## src/rtl/seq_nibble_addsub_if.sv

```systemverilog
// seq_nibble_addsub_if
// Request/result bundle for the sequential nibble adder/subtractor.
//   master : drives start, sub, a, b; observes ready, done and the results.
//   slave  : the arithmetic unit itself.
// Signals:
//   start  request, taken only while ready is high
//   sub    0 = a+b, 1 = a-b (sampled with start)
//   a, b   operands (sampled with start)
//   ready  unit idle and able to accept a request
//   done   one-cycle pulse, results valid in that cycle
//   s      result mod 2^WIDTH
//   cout   carry out of the MSB (for subtraction: 1 = no borrow)
//   ovf    two's-complement signed overflow
//   p, g   whole-word group propagate / generate
interface seq_nibble_addsub_if #(
    parameter int WIDTH = 16
);
    logic             start;
    logic             sub;
    logic [WIDTH-1:0] a;
    logic [WIDTH-1:0] b;
    logic             ready;
    logic             done;
    logic [WIDTH-1:0] s;
    logic             cout;
    logic             ovf;
    logic             p;
    logic             g;

    modport master (
        output start, sub, a, b,
        input  ready, done, s, cout, ovf, p, g
    );

    modport slave (
        input  start, sub, a, b,
        output ready, done, s, cout, ovf, p, g
    );
endinterface

```

## src/rtl/seq_nibble_addsub.sv

```systemverilog
// seq_nibble_addsub
// Multi-cycle WIDTH-bit adder/subtractor. One 4-bit nibble is summed per
// clock using a nibble-level carry-lookahead; alongside the sum the unit
// accumulates whole-word group propagate/generate, the carry out and the
// signed overflow flag.
// Ports:
//   clk    rising-edge clock
//   rst_n  synchronous active-low reset
//   bus    seq_nibble_addsub_if slave modport (start/sub/a/b in,
//          ready/done/s/cout/ovf/p/g out)
module seq_nibble_addsub #(
    parameter int WIDTH = 16
) (
    input  logic                 clk,
    input  logic                 rst_n,
    seq_nibble_addsub_if.slave   bus
);
    localparam int N     = WIDTH / 4;
    localparam int IDX_W = (N > 1) ? $clog2(N) : 1;
    localparam logic [IDX_W-1:0] IDX_LAST = IDX_W'(N - 1);
    localparam logic [IDX_W-1:0] IDX_ONE  = IDX_W'(1);
    localparam logic [WIDTH-1:0] NIB_MASK = WIDTH'(4'hF);

    typedef enum logic [1:0] {
        ST_IDLE = 2'd0,
        ST_RUN  = 2'd1,
        ST_DONE = 2'd2
    } state_t;

    // Result of one nibble of lookahead addition.
    typedef struct packed {
        logic [3:0] sum;
        logic       pk;     // nibble propagate
        logic       gk;     // nibble generate
        logic       c_msb;  // carry into bit 3 of the nibble
        logic       c_out;  // carry out of bit 3 of the nibble
    } nib_res_t;

    // 4-bit carry-lookahead: all internal carries come straight from
    // p/g and the carry-in, never rippled.
    function automatic nib_res_t nibble_cla(
        input logic [3:0] a_nib,
        input logic [3:0] b_nib,
        input logic       cin
    );
        logic [3:0] p_b;
        logic [3:0] g_b;
        logic [4:0] c_b;
        nib_res_t   r;
        p_b    = a_nib ^ b_nib;
        g_b    = a_nib & b_nib;
        c_b[0] = cin;
        c_b[1] = g_b[0] | (p_b[0] & cin);
        c_b[2] = g_b[1] | (p_b[1] & g_b[0]) | (p_b[1] & p_b[0] & cin);
        c_b[3] = g_b[2] | (p_b[2] & g_b[1]) | (p_b[2] & p_b[1] & g_b[0])
               | (p_b[2] & p_b[1] & p_b[0] & cin);
        r.pk   = &p_b;
        r.gk   = g_b[3] | (p_b[3] & g_b[2]) | (p_b[3] & p_b[2] & g_b[1])
               | (p_b[3] & p_b[2] & p_b[1] & g_b[0]);
        c_b[4] = r.gk | (r.pk & cin);
        r.sum   = p_b ^ c_b[3:0];
        r.c_msb = c_b[3];
        r.c_out = c_b[4];
        return r;
    endfunction

    state_t           state_q, state_d;
    logic [IDX_W-1:0] idx_q, idx_d;
    logic [WIDTH-1:0] a_q, a_d;
    logic [WIDTH-1:0] b_q, b_d;       // already inverted for subtraction
    logic             carry_q, carry_d;
    logic [WIDTH-1:0] s_q, s_d;
    logic             cout_q, cout_d;
    logic             ovf_q, ovf_d;
    logic             p_q, p_d;
    logic             g_q, g_d;
    logic             ready_q, ready_d;
    logic             done_q, done_d;

    logic [$clog2(WIDTH)+1:0] nib_sh_s;
    logic [3:0]               a_nib_s;
    logic [3:0]               b_nib_s;
    nib_res_t                 nib_s;

    // Select the nibble under processing and run it through the lookahead.
    always_comb begin
        nib_sh_s = '0;
        nib_sh_s = ($clog2(WIDTH)+2)'({idx_q, 2'b00});
        a_nib_s  = 4'(a_q >> nib_sh_s);
        b_nib_s  = 4'(b_q >> nib_sh_s);
        nib_s    = nibble_cla(a_nib_s, b_nib_s, carry_q);
    end

    // Next-state and datapath update for the IDLE/RUN/DONE sequencer.
    always_comb begin
        state_d = state_q;
        idx_d   = idx_q;
        a_d     = a_q;
        b_d     = b_q;
        carry_d = carry_q;
        s_d     = s_q;
        cout_d  = cout_q;
        ovf_d   = ovf_q;
        p_d     = p_q;
        g_d     = g_q;

        case (state_q)
            ST_IDLE: begin
                if (bus.start) begin
                    a_d     = bus.a;
                    b_d     = bus.sub ? ~bus.b : bus.b;
                    carry_d = bus.sub;
                    s_d     = '0;
                    cout_d  = 1'b0;
                    ovf_d   = 1'b0;
                    p_d     = 1'b0;
                    g_d     = 1'b0;
                    idx_d   = '0;
                    state_d = ST_RUN;
                end else begin
                    state_d = ST_IDLE;
                end
            end
            ST_RUN: begin
                s_d     = (s_q & ~(NIB_MASK << nib_sh_s))
                        | (WIDTH'(nib_s.sum) << nib_sh_s);
                carry_d = nib_s.c_out;
                // P was cleared at acceptance, so the first nibble seeds it
                // rather than being ANDed into the cleared value.
                p_d     = (idx_q == '0) ? nib_s.pk : (p_q & nib_s.pk);
                // G chains only gk/pk, so it ignores the latched carry-in.
                g_d     = nib_s.gk | (nib_s.pk & g_q);
                if (idx_q == IDX_LAST) begin
                    cout_d  = nib_s.c_out;
                    ovf_d   = nib_s.c_msb ^ nib_s.c_out;
                    idx_d   = '0;
                    state_d = ST_DONE;
                end else begin
                    idx_d   = idx_q + IDX_ONE;
                    state_d = ST_RUN;
                end
            end
            ST_DONE: begin
                state_d = ST_IDLE;
            end
            default: begin
                state_d = ST_IDLE;
            end
        endcase

        // Handshake outputs are registered from the next state so they
        // line up with the state they describe.
        ready_d = (state_d == ST_IDLE);
        done_d  = (state_d == ST_DONE);
    end

    // State, datapath and registered outputs; reset discards any operation.
    always_ff @(posedge clk) begin
        if (!rst_n) begin
            state_q <= ST_IDLE;
            idx_q   <= '0;
            a_q     <= '0;
            b_q     <= '0;
            carry_q <= 1'b0;
            s_q     <= '0;
            cout_q  <= 1'b0;
            ovf_q   <= 1'b0;
            p_q     <= 1'b0;
            g_q     <= 1'b0;
            ready_q <= 1'b1;
            done_q  <= 1'b0;
        end else begin
            state_q <= state_d;
            idx_q   <= idx_d;
            a_q     <= a_d;
            b_q     <= b_d;
            carry_q <= carry_d;
            s_q     <= s_d;
            cout_q  <= cout_d;
            ovf_q   <= ovf_d;
            p_q     <= p_d;
            g_q     <= g_d;
            ready_q <= ready_d;
            done_q  <= done_d;
        end
    end

    assign bus.ready = ready_q;
    assign bus.done  = done_q;
    assign bus.s     = s_q;
    assign bus.cout  = cout_q;
    assign bus.ovf   = ovf_q;
    assign bus.p     = p_q;
    assign bus.g     = g_q;
endmodule

```

## src/flat_wrapper.sv

```systemverilog
// flat-port wrapper written by rule: the top's interface ports become plain ports
module seq_nibble_addsub_flat 
#(
    parameter int WIDTH = 16
)
  (clk, rst_n, bus_start, bus_sub, bus_a, bus_b, bus_ready, bus_done, bus_s, bus_cout, bus_ovf, bus_p, bus_g);
  seq_nibble_addsub_if #(.WIDTH(WIDTH)) bus_i ();
  input  logic clk;
  input  logic rst_n;
  input wire logic [$bits(bus_i.start)-1:0] bus_start;
  input wire logic [$bits(bus_i.sub)-1:0] bus_sub;
  input wire logic [$bits(bus_i.a)-1:0] bus_a;
  input wire logic [$bits(bus_i.b)-1:0] bus_b;
  output wire logic [$bits(bus_i.ready)-1:0] bus_ready;
  output wire logic [$bits(bus_i.done)-1:0] bus_done;
  output wire logic [$bits(bus_i.s)-1:0] bus_s;
  output wire logic [$bits(bus_i.cout)-1:0] bus_cout;
  output wire logic [$bits(bus_i.ovf)-1:0] bus_ovf;
  output wire logic [$bits(bus_i.p)-1:0] bus_p;
  output wire logic [$bits(bus_i.g)-1:0] bus_g;
  assign bus_i.start = bus_start;
  assign bus_i.sub = bus_sub;
  assign bus_i.a = bus_a;
  assign bus_i.b = bus_b;
  assign bus_ready = bus_i.ready;
  assign bus_done = bus_i.done;
  assign bus_s = bus_i.s;
  assign bus_cout = bus_i.cout;
  assign bus_ovf = bus_i.ovf;
  assign bus_p = bus_i.p;
  assign bus_g = bus_i.g;
  seq_nibble_addsub #(.WIDTH(WIDTH)) u_core (.clk(clk), .rst_n(rst_n), .bus(bus_i));
endmodule
```

## config.mk

```make
export PLATFORM = sky130hd
export DESIGN_NAME = seq_nibble_addsub_flat
export DESIGN_NICKNAME = d
export VERILOG_FILES = /design/src/rtl/seq_nibble_addsub_if.sv /design/src/rtl/seq_nibble_addsub.sv /design/src/flat_wrapper.sv
export SDC_FILE = /design/constraint.sdc
export NUM_CORES = 1
export LEC_CHECK = 0
export ABC_AREA = 1
export CAP_MARGIN = 0
export CORE_ASPECT_RATIO = 0.9
export CORE_MARGIN = 2
export CORE_UTILIZATION = 45
export CTS_CLUSTER_SIZE = 25
export DETAILED_ROUTE_END_ITERATION = 8
export PLACE_DENSITY = 0.79
export SETUP_SLACK_MARGIN = 0.1
export SLEW_MARGIN = 40
export SYNTH_ARGS = -nofsm -noshare
export SYNTH_HDL_FRONTEND = slang
export SYNTH_SLANG_ARGS = --single-unit
```

## constraint.sdc

```tcl
create_clock -name clk -period 2.7 [get_ports clk]
set_clock_uncertainty 0.2 [all_clocks]
set_input_delay 0.54 -clock clk [delete_from_list [all_inputs] [get_ports clk]]
set_output_delay 0.54 -clock clk [all_outputs]
set_load 0.005 [all_outputs]
```

==> results.yml <==
detailed_routing:
  firstDrtPassIters: 4
  drt-total-wl_um: 6782
  wire_per_inst_um: 12.97
  initialDrtViolationCount: 201
  vias: 2658
  drc_errors: 0
  ant_nets: 0
  vias_per_cell: 5.082
critical_path:
  endpoint_kind: "flop"
  crit_path_start_kind: "flop"
  r2r_slack_ns: 0.26
  critPathMaxFanout: 9
  cp.required_ns: 2.76
  arrival_ns: 2.50
  worstSetupPathType: "flop to flop"
synth:
  synth_edf_count: 0
  muxShareOfSynthArea: 0
  synthAdderAreaFrac: 0.04522
  async_flop_share: 0
  synth_cell_types: 33
  yosysSeqAreaShare: 0.4027
  synth_ff_type: "dfxtp_1"
  netlist_area_um2: 2933
  synth_xor_xnor_area_share: 0.05077
  synth_cells: 381
  synth_compound_area_frac: 0.1719
  syn-mean-instance-area_um2: 7.698
  synth-simple-area-share: 0.2355
  syn-num-nets: 427
  synth_top_family_by_area: "simple AND/OR/NAND/NOR gates"
  yosys_register_bits: 59
  yosysWarnings: 0
floorplanning:
  boundaryPins: 58
  fp.dieH_um: 80.59
  die_w_um: 89.10
  initial_utilization: 0.4718
  coreArea_um2: 6216
  die_area_um2: 7180
  row_count: 27
clocking:
  h-tree-depth: 3
  cts_hold_buf: 0
  clock_latency_ns: 0.33
  clockBufferDepth: 2
  clk_pin_slew_worst_paths_ns: 0.06
  cts_tree: "built"
  cts_sinks: 59
  cts_buffers: 9
  cts-root-buf: "clkbuf_8"
global_route:
  grt_pass1_wl_um: 10870
  grt_start_max_net_pins: 50
  antenna_found_initial: 0
  grt_use_total: 0.1959
  overflow: 0
  grt_pass1_vias: 2345
final_layout:
  postLayoutCoreUtil: 0.5916
  area_growth_pct: 25.38
  final_nets: 481
  layout-drive-gt1-share: 0.08486
  antenna_cells: 0
  fillCellCount: 579
sta:
  hold_slack_ns: 0.2619
  fin_setup_tns_ns: 0
  worst_slew_pin_slew_ns: 0.4311
  setup_viol: 0
  drv_slew: 0
  finalCritPeriodShare: 0.9026
  max_slew_margin: 0.7123
  period_needed_ns: 2.437
  hold_viol: 0
  fmax_mhz: 410.3
  rsz0062_at_grt: "no"
status:
  outcome: "finished, final reports clean"
placed_design:
  gp_congestion: 0.9528
  port_buffers: 57
  hpwl_um: 4806
flow_run:
  max_cap_violations: 0
power:
  pwr_density_cell_nw_per_um2: 590.6
  peakVddDrop_v: 0.0002423
  p_leak_nw: 1.440
  total_power_mw: 2.172
min_path:
  hold_path_class: "flop to flop"
## metal layers
layer	part of all wire	vias to the layer above	global-route usage
met2	0.44	90	0.2904
met5	0	-	0
li1	-	1381	-
met1	0.48	1177	0.2716
met3	0.062	10	0.04830
met4	0.011	0	0.07612
## stage by stage
stage | instance area [µm²] | worst slack (ns) | instances
floorplan | 2933 | 0.4816 | 381
global placement | 3496 | 0.3705 | 509
detailed placement | 3496 | 0.3500 | 509
CTS | 3651 | 0.3135 | 521
global route | 3677 | 0.08816 | 523
finish | 3677 | 0.2629 | 523
## power by group
part	leakage [nW]	total (mW)	internal (mW)	switching, mW
logic	0.875	0.534	0.220	0.314
registers	0.484	0.968	0.931	0.0372
clock network	0.0803	0.670	0.363	0.307
## critical path, stage by stage, from the launching register on
cell,delay [ns]
dfxtp_1,0.39
clkinvlp_4,0.18
buf_2,0.20
o21ai_0,0.15
o22ai_1,0.10
ha_1,0.41
nand3_1,0.17
inv_1,0.05
nor2_1,0.11
nand3_1,0.13
nand2_1,0.09
nand3_1,0.07
a21oi_1,0.14
## kinds of logic after synthesis
group / count (synthesis)
xor gates and xnor gates: 17
AOI/OAI and AO/OA: 88
and+or+nand+nor: 159
DFF: 59
buffers and inverters: 48
adders and majority gates: 10
## repair_timing
item / CTS / global route
setup endpoints to repair: 0 / 2
setup buffers: 0 / 2
resized for setup: 0 / 4
## registers in the layout, summed over array words and instances (netlist names), 2 cells and up
signal	flops
u_core.idx_q	2
u_core.state_q	2
u_core.b_q	16
u_core.bus.s	16
u_core.a_q	16
## placed cells by master, fill, tap and decap left out, types with 2 or more instances in the layout
| cell type | Yosys | routed |
|---|---|---|
| nand2_1 | 47 | 47 |
| clkdlybuf4s50_1 | 0 | 57 |
| clkbuf_8 | 0 | 11 |
| o21ai_0 | 38 | 38 |
| nor2_1 | 76 | 76 |
| ha_1 | 9 | 8 |
| a21oi_1 | 21 | 21 |
| inv_4 | 2 | 2 |
| xnor2_1 | 17 | 17 |
| nand3_1 | 16 | 16 |
| nor2_4 | 3 | 3 |
| o22ai_1 | 8 | 8 |
| inv_1 | 20 | 19 |
| dfxtp_1 | 59 | 59 |
| nor2_2 | 2 | 2 |
| a22oi_1 | 2 | 2 |
| nand4_1 | 11 | 11 |
| a211oi_1 | 16 | 16 |
| clkinvlp_4 | 0 | 2 |
| buf_4 | 2 | 7 |
## final timing paths
check	start	end	depth (start not counted)
setup / recovery	u_core.idx_q[0]	u_core.bus.ovf	12
hold / removal	u_core.bus.s[4]	u_core.bus.s[4]	2
setup reg to reg	u_core.idx_q[0]	u_core.bus.ovf	12
hold reg to reg	u_core.bus.s[4]	u_core.bus.s[4]	2
## synth_stat cells, types with 4 or more instances
| cell type | instances | area [µm²] |
|---|---|---|
| clkbuf_1 | 8 | 30.03 |
| ha_1 | 9 | 112.6 |
| buf_6 | 5 | 56.30 |
| nand3_1 | 16 | 80.08 |
| a21oi_1 | 21 | 105.1 |
| nor2_1 | 76 | 285.3 |
| nand4_1 | 11 | 68.82 |
| dfxtp_1 | 59 | 1181 |
| a211oi_1 | 16 | 120.1 |
| o22ai_1 | 8 | 50.05 |
| o21ai_0 | 38 | 190.2 |
| inv_1 | 20 | 75.07 |
| buf_2 | 4 | 20.02 |
| xnor2_1 | 17 | 148.9 |
| nand2_1 | 47 | 176.4 |
## area by class of cell
| cell class | count | area, µm² | area share |
|---|---|---|---|
| multi-input cells | 274 | 1479 | 0.4022 |
| flip-flops and latches | 59 | 1181 | 0.3212 |
| repair buffers | 66 | 639.4 | 0.1739 |
| clock buffers | 12 | 155.1 | 0.04219 |
| inverters | 25 | 113.9 | 0.03096 |
| well taps | 87 | 108.9 | 0.02960 |
No activity file was read; power rests on OpenSTA's default activity.
